--- config.mk ---
export PLATFORM = sky130hd
export DESIGN_NAME = pattern_scan_ctrl
export DESIGN_NICKNAME = d
export VERILOG_FILES = /design/src/rtl/pattern_scan_ctrl_pkg.sv /design/src/rtl/pattern_scan_ctrl_detect.sv /design/src/rtl/pattern_scan_ctrl.sv
export SDC_FILE = /design/constraint.sdc
export NUM_CORES = 1
export LEC_CHECK = 0
export CORE_MARGIN = 1.5
export CORE_UTILIZATION = 55
export CTS_CLUSTER_DIAMETER = 40
export DETAILED_ROUTE_END_ITERATION = 10
export PLACE_DENSITY = 0.88
export SLEW_MARGIN = 20
export SYNTH_ARGS = -nofsm -noshare
export SYNTH_HDL_FRONTEND = slang
export SYNTH_HIERARCHICAL = 1
export SYNTH_SLANG_ARGS = --single-unit
export TNS_END_PERCENT = 30
--- constraint.sdc ---
create_clock -name clk -period 6.05 [get_ports clk]
set_input_delay 1.21 -clock clk [delete_from_list [all_inputs] [get_ports clk]]
set_output_delay 1.21 -clock clk [all_outputs]
set_load 0.02 [all_outputs]
--- src/rtl/pattern_scan_ctrl_pkg.sv ---
// Shared definitions for the serial pattern-scan sequencer and its detector.
package pattern_scan_ctrl_pkg;

  typedef enum logic [1:0] {
    ST_IDLE  = 2'b00,
    ST_SHIFT = 2'b01,
    ST_DONE  = 2'b10
  } scan_state_e;

  localparam logic FOUND    = 1'b1;
  localparam logic NOTFOUND = 1'b0;

endpackage

--- src/rtl/pattern_scan_ctrl_detect.sv ---
// Mealy detector for a 4-bit pattern on a serial stream; overlapping matches allowed.
module pattern_detect4
  import pattern_scan_ctrl_pkg::*;
#(
  parameter logic [3:0] PATTERN = 4'b1101
) (
  input  logic clk,
  input  logic reset,
  input  logic clr,
  input  logic en,
  input  logic x,
  output logic y
);

  logic [2:0] hist_q;
  logic [1:0] valid_q;

  always_ff @(posedge clk or negedge reset) begin
    if (!reset) begin
      hist_q  <= '0;
      valid_q <= '0;
    end else if (clr) begin
      hist_q  <= '0;
      valid_q <= '0;
    end else if (en) begin
      hist_q <= {hist_q[1:0], x};
      if (valid_q != 2'd3) valid_q <= valid_q + 2'd1;
    end
  end

  // Match needs three real history bits so a cleared history never fakes a hit.
  assign y = (en && (valid_q == 2'd3) && ({hist_q, x} == PATTERN)) ? FOUND : NOTFOUND;

endmodule

--- src/rtl/pattern_scan_ctrl.sv ---
// Shifts a latched word MSB-first through pattern_detect4 and counts matches per scan.
module pattern_scan_ctrl
  import pattern_scan_ctrl_pkg::*;
#(
  parameter int         WIDTH   = 8,
  parameter logic [3:0] PATTERN = 4'b1101,
  parameter int         CNT_W   = 4
) (
  input  logic             clk,
  input  logic             reset,
  input  logic             start,
  input  logic [WIDTH-1:0] data_in,
  output logic             busy,
  output logic             bit_out,
  output logic             match,
  output logic             done,
  output logic [CNT_W-1:0] count
);

  localparam int IDX_W = (WIDTH > 1) ? $clog2(WIDTH) : 1;
  localparam logic [CNT_W-1:0] CNT_MAX  = '1;
  localparam logic [IDX_W-1:0] LAST_IDX = IDX_W'(WIDTH - 1);

  scan_state_e      state_q;
  logic [WIDTH-1:0] shreg_q;
  logic [IDX_W-1:0] idx_q;
  logic [CNT_W-1:0] cnt_q;
  logic             busy_q;
  logic             done_q;
  logic             det_clr;
  logic             det_en;
  logic             det_y;

  assign det_clr = (state_q == ST_IDLE) && start;
  assign det_en  = (state_q == ST_SHIFT);
  assign bit_out = det_en ? shreg_q[WIDTH-1] : 1'b0;

  pattern_detect4 #(
    .PATTERN(PATTERN)
  ) u_detect (
    .clk  (clk),
    .reset(reset),
    .clr  (det_clr),
    .en   (det_en),
    .x    (bit_out),
    .y    (det_y)
  );

  assign match = det_y;
  assign busy  = busy_q;
  assign done  = done_q;
  assign count = cnt_q;

  always_ff @(posedge clk or negedge reset) begin
    if (!reset) begin
      state_q <= ST_IDLE;
      shreg_q <= '0;
      idx_q   <= '0;
      cnt_q   <= '0;
      busy_q  <= 1'b0;
      done_q  <= 1'b0;
    end else begin
      case (state_q)
        ST_IDLE: begin
          if (start) begin
            shreg_q <= data_in;
            idx_q   <= '0;
            cnt_q   <= '0;
            busy_q  <= 1'b1;
            state_q <= ST_SHIFT;
          end
        end
        ST_SHIFT: begin
          shreg_q <= shreg_q << 1;
          idx_q   <= idx_q + IDX_W'(1);
          if (det_y && (cnt_q != CNT_MAX)) cnt_q <= cnt_q + CNT_W'(1);
          if (idx_q == LAST_IDX) begin
            busy_q  <= 1'b0;
            done_q  <= 1'b1;
            state_q <= ST_DONE;
          end
        end
        ST_DONE: begin
          done_q  <= 1'b0;
          state_q <= ST_IDLE;
        end
        default: begin
          busy_q  <= 1'b0;
          done_q  <= 1'b0;
          state_q <= ST_IDLE;
        end
      endcase
    end
  end

endmodule

==> results of run 1 <==
-- metal layers --
| layer | vias up | global-route usage [%] | wire length (um) |
|---|---|---|---|
| met1 | 429 | 29.96 | 987 |
| met4 | 0 | 9.524 | 31 |
| met3 | 4 | 3.681 | 105 |
| li1 | 424 | - | - |
| met5 | - | 0 | 0 |
| met2 | 34 | 33.78 | 1095 |
-- cells in the mapped netlist, types with 2 or more instances --
| library cell | instances |
|---|---|
| a21oi_1 | 2 |
| a22o_1 | 2 |
| a22oi_1 | 7 |
| a311o_1 | 2 |
| buf_6 | 2 |
| dfrtp_1 | 24 |
| ha_1 | 4 |
| inv_1 | 6 |
| inv_2 | 2 |
| mux2i_1 | 5 |
| nand2_1 | 11 |
| nand3_1 | 3 |
| nor2_1 | 6 |
| nor2b_1 | 3 |
| o21ai_0 | 11 |
-- power breakdown --
part           switching, mW  internal (mW)
sequential            0.0525          0.220
combinational          0.117          0.113
clock                 0.0478         0.0368
total                  0.217          0.370
-- tightest hold or removal path: cells and delay by family, from the launching register on --
family | cells | cell delay [ns]
compound gates | 1 | 0.06
flops | 1 | 0.38
simple gates | 1 | 0.05
-- worst paths after layout --
path	from	end	slack [ns]
worst min register to register	shreg_q[4]$_DFFE_PN0P_	shreg_q[4]$_DFFE_PN0P_	0.51
worst max-delay path	state_q[0]$_DFFE_PN0P_	match	1.62
worst min-delay path	shreg_q[4]$_DFFE_PN0P_	shreg_q[4]$_DFFE_PN0P_	0.51
worst max register to register	state_q[0]$_DFFE_PN0P_	count[3]$_DFFE_PN0P_	3.25
max in group asynchronous	reset	count[1]$_DFFE_PN0P_	4.86
min in group asynchronous	reset	u_detect/hist_q[2]$_DFFE_PN0P_	0.84
-- flip-flops by register name, summed over array words and instances, names as in the netlist --
name              cells
count                 4
busy                  1
u_detect/hist_q       3
idx_q                 3
state_q               2
shreg_q               8
done                  1
u_detect/valid_q      2
-- area by class of cell --
type,instances,area (um2),area share (%)
inverter,8,30.03,2.174
sequential,24,600.6,43.48
clock buffer,4,36.28,2.627
tap,27,33.78,2.446
multi-input combinational,72,505.5,36.59
timing repair buffer,18,175.2,12.68
-- metrics by stage --
stage,hold slack [ns],instance area (um2),cells
after CTS,0.5056,1386,153
after detailed placement,0.4762,1350,149
after floorplan,0.4418,1175,109
after global routing,0.5520,1381,153
final,0.5098,1381,153
after global placement,0.4639,1350,149
-- cell families (layout without fill, tap and decap cells) --
family | Yosys count | count (layout) | share of synthesized area, %
buf+inv | 13 | 30 | 5.857
compound gates | 30 | 30 | 17.36
simple gates | 32 | 32 | 15.87
fa+ha+maj | 4 | 4 | 4.260
flops | 24 | 24 | 51.12
mux | 6 | 6 | 5.538
==> reports/results.ini, run 1 <==
[timing]
finalSetupTns_ns = 0
fmax_mhz = 225.5
hold_viol = 0
max_slew_margin_pct = 42.52
drv_slew = 0
post-route-min-period_ns = 4.435
setup_viol = 0
finalCritPeriodShare_pct = 73.30
worstMarginPinSlew_ns = 0.8603
worst_slack_ns = 1.615
finClkSkew_ns = 0.008681
rsz0062_at_grt = no

[cells_and_area]
area_growth_pct = 17.57
final_cell_mix = dfrtp_1, clkdlybuf4s50_1, nand2_1, o21ai_0, a22oi_1
layout-drive-gt1-share_pct = 9.524
finish.net_count = 142
nFillCells = 142
utilization_pct = 69.70
final_common_cell = dfrtp_1
n_antenna_cell = 0

[worst_setup_path]
crit_path_end_kind = output pin
crit_type = register to output pin
crit_chain = nand2_1 > inv_2 > and2_1 > nand4_1 > nor3b_1 > clkdlybuf4s50_1
path_depth = 6
critPathBufInv = 2
cp_max_fo = 14
critPathLaunchType = register
cp.required_ns = 4.84
critical_path.top_delay_family = simple AND/OR/NAND/NOR gates
critPathMaxStageDelay_ns = 0.75
ff2ff_path_depth = 8
critPathSlowestCell = clkdlybuf4s50_1
critPathArrivalTime_ns = 3.22

[placement]
hpwl_um = 1607
place_ws_ns = 2.018
io_buffers = 18
routabilityCongestion = 0.7800

[synthesis]
synth_top_area_cell = dfrtp_1
ys_types = 34
synth.cell_area_mm2 = 0.001175
synth.area.top_cells = dfrtp_1, o21ai_0, a22oi_1, ha_1, mux2i_1
syn_nets = 124
yosysTopAreaCellShare_pct = 51.12
synth_ff_type = dfrtp_1
ys_async_sr_fraction_pct = 100.0
synth_edf_count = 0
synth_seq_cells = 24
avgSynthCellArea_um2 = 10.78
synthCells = 109
yosysSeqAreaShare_pct = 51.12
yosysWarnings = 6

[pwr]
p_leak_nw = 0.6212
ir_worst_vdd_uv = 297.5
power_mw = 0.5874
powerDensity_mw_per_mm2 = 425.3

[clock_network]
cts_setup_buffers = 0
cts.sinks = 24
htreeDepth = 1
clock_latency_ns = 0.32
cts_tree = done
cts_made_buffers = 3
clk_path_buf_depth = 2
cts_root_buffer = clkbuf_4
postCtsResizedCells = 0
clk_pin_slew_ns = 0.13
postCtsHoldBufs = 0

[floorplan]
coreArea_mm2 = 0.001982
row_count = 16
pin_count = 19
start_util_pct = 59.28
die_area_mm2 = 0.002423
die_height_um = 49.22
fp.dieW_um = 49.22

[grt]
grt_max_degree = 25
first_global_vias = 849
antenna_found_initial = 0
grt_pass1_wl_um = 3946
track_usage_pct = 21.71
overflow = 0

[route]
antenna_left = 0
drt_first_pass_iters = 4
drt-initial-drc-count = 22
viasPerCell = 5.824
wirelength_um = 2220
drc_errors = 0
dr_total_vias = 891
wl_per_cell_um = 14.51

[min_path]
hp-class = register to register
holdPathStages = 2

[run]
cap_violations = 0

[run_status]
status = finished clean

(Power assumes the default switching activity.)
==> run 2, diff against run 1 <==
- CORE_UTILIZATION: 55 -> 46
- PLACE_DENSITY: 0.88 -> 0.79
- clock period: 6.05 -> 3.7 ns (I/O delays scaled with it)
==> run 2 against run 1 <==
  * Cell count increased by 2.6%
  * Via count decreased by 0.79%
  * Worst setup slack got worse by 1.3 ns
  * Wire length decreased by 6.2%
  * Clock-buffer cell count unchanged
  * Sequential cell count unchanged
  * Clock power increased by 60%
  * Register-to-register slack got worse by 1.9 ns
  * Die area increased by 18%
  * Sequential power increased by 63%
  * Combinational power increased by 60%
  * Global-route usage decreased by 4.3 points
==> reports/results.ini, run 2 (synthesis results as in run 1) <==
[cells_and_area]
finish.net_count = 143
layout-drive-gt1-share_pct = 11.02
largest_reg_flops = 8
n_antenna_cell = 0
final_cell_mix = dfrtp_1, clkdlybuf4s50_1, nand2_1, o21ai_0, a22oi_1
area_growth_pct = 18.64
top_register = shreg_q
final_common_cell = dfrtp_1

[timing]
rsz0062_at_grt = no
post-route-min-period_ns = 3.411
setup_viol = 0
finalSetupTns_ns = 0
max_slew_margin_pct = 47.68
hold_viol = 0
finalCritPeriodShare_pct = 92.18
finClkSkew_ns = 0.005258
drv_slew = 0
holdWs_ns = 0.3792
fmax_mhz = 293.2
worstMarginPinSlew_ns = 0.7832

[clock_network]
clk_path_buf_depth = 2
cts.sinks = 24
cts_root_buffer = clkbuf_4
cts_made_buffers = 3
clk_pin_slew_ns = 0.13
cts_tree = done
cts_setup_buffers = 0
clock_latency_ns = 0.31
htreeDepth = 1

[grt]
grt_max_degree = 25
track_usage_pct = 17.38
grt_pass1_wl_um = 3657
first_global_vias = 819
antenna_found_initial = 0
overflow = 0

[floorplan]
fp.dieW_um = 53.54
pin_count = 19
row_count = 18
die_height_um = 53.54
die_area_mm2 = 0.002866
start_util_pct = 47.86
coreArea_mm2 = 0.002455

[worst_setup_path]
critical_path.top_delay_family = buffers and inverters
critPathLaunchType = register
ff2ff_path_depth = 10
rr_endpoint = count[3]$_DFFE_PN0P_
r2r_start = state_q[1]$_DFFE_PN0P_
reg2reg_slack_ns = 1.38
critPathSlowestCell = clkdlybuf4s50_1
cp_max_fo = 13
critPathMaxStageDelay_ns = 0.60
cp.required_ns = 2.96
critPathArrivalTime_ns = 2.67
critPathBufInv = 4
crit_type = register to output pin
crit_path_end_kind = output pin
crit_chain = inv_1 > nand2_1 > inv_2 > and2_1 > nand4_1 > nor3b_1 > buf_4 > clkdlybuf4s50_1

[run]
cap_violations = 0

[route]
antenna_left = 0
wl_per_cell_um = 13.27
drt-initial-drc-count = 17
drt_first_pass_iters = 4
drc_errors = 0
dr_total_vias = 884
wirelength_um = 2083
viasPerCell = 5.631

[run_status]
status = finished clean

[placement]
routabilityCongestion = 0.6980
hpwl_um = 1514
io_buffers = 18

[pwr]
ir_worst_vdd_uv = 432.3
p_leak_nw = 0.6259
powerDensity_mw_per_mm2 = 678.7

[min_path]
hp-class = input pin to asynchronous set/reset pin

run 2: worst max path at each step:
stage,from,endpoint,slack (ns),cells past startpoint
detailed placement,state_q[0]$_DFFE_PN0P_,match,0.53,7
global route,state_q[1]$_DFFE_PN0P_,match,0.07,8
floorplan,state_q[1]$_DFFE_PN0P_,match,0.98,6
finish,state_q[1]$_DFFE_PN0P_,match,0.29,8
CTS,state_q[0]$_DFFE_PN0P_,match,0.17,7
global placement,state_q[0]$_DFFE_PN0P_,match,0.69,7
run 2: repair_timing:
action,in CTS,in global routing
endpoints found under the setup margin,0,1
hold buffers,0,0
gates resized for setup,0,1
run 2: power breakdown:
group | total, mW | internal [mW] | switching, mW
registers | 0.444 | 0.361 | 0.0827
clock network | 0.135 | 0.0601 | 0.0747
logic | 0.367 | 0.183 | 0.184
total | 0.946 | 0.605 | 0.341
run 2: layout make-up:
| cell class | instances | area, um2 |
|---|---|---|
| Inverter | 8 | 30.03 |
| Tap cell | 30 | 37.54 |
| Timing Repair Buffer | 19 | 182.7 |
| Multi-Input combinational cell | 72 | 505.5 |
| Clock buffer | 4 | 36.28 |
| Fill cell | 210 | 1061 |
| Sequential cell | 24 | 601.8 |
run 2: worst reg2reg max path, stage by stage, from the launching register on:
cell	delay, ns
dfrtp_1	0.53
inv_1	0.12
nand2_1	0.12
inv_2	0.22
and2_1	0.21
nand4_1	0.10
nor3b_1	0.26
buf_4	0.20
nand3b_4	0.08
or3_1	0.36
o211ai_2	0.07
run 2: per-layer routing:
metal / global-route usage [%] / up-vias / share of wire (%)
met5: 0 / - / 0
met4: 4.274 / 0 / 0.53
met3: 5.556 / 2 / 5.9
met2: 29.22 / 25 / 49
met1: 21.68 / 432 / 45
li1: - / 425 / -
run 2: through the flow:
| stage | cells | setup WS, ns | power [mW] | cell area [um2] | util, % |
|---|---|---|---|---|---|
| floorplan | 109 | 0.9839 | 0.7259 | 1175 | - |
| global placement | 153 | 0.6914 | 0.7996 | 1361 | 55.45 |
| detailed placement | 153 | 0.5296 | 0.8207 | 1361 | 55.45 |
| CTS | 157 | 0.1670 | 0.9574 | 1398 | 56.93 |
| global route | 157 | 0.07022 | 1.015 | 1394 | 56.78 |
| finish | 157 | 0.2894 | 0.9460 | 1394 | 56.78 |
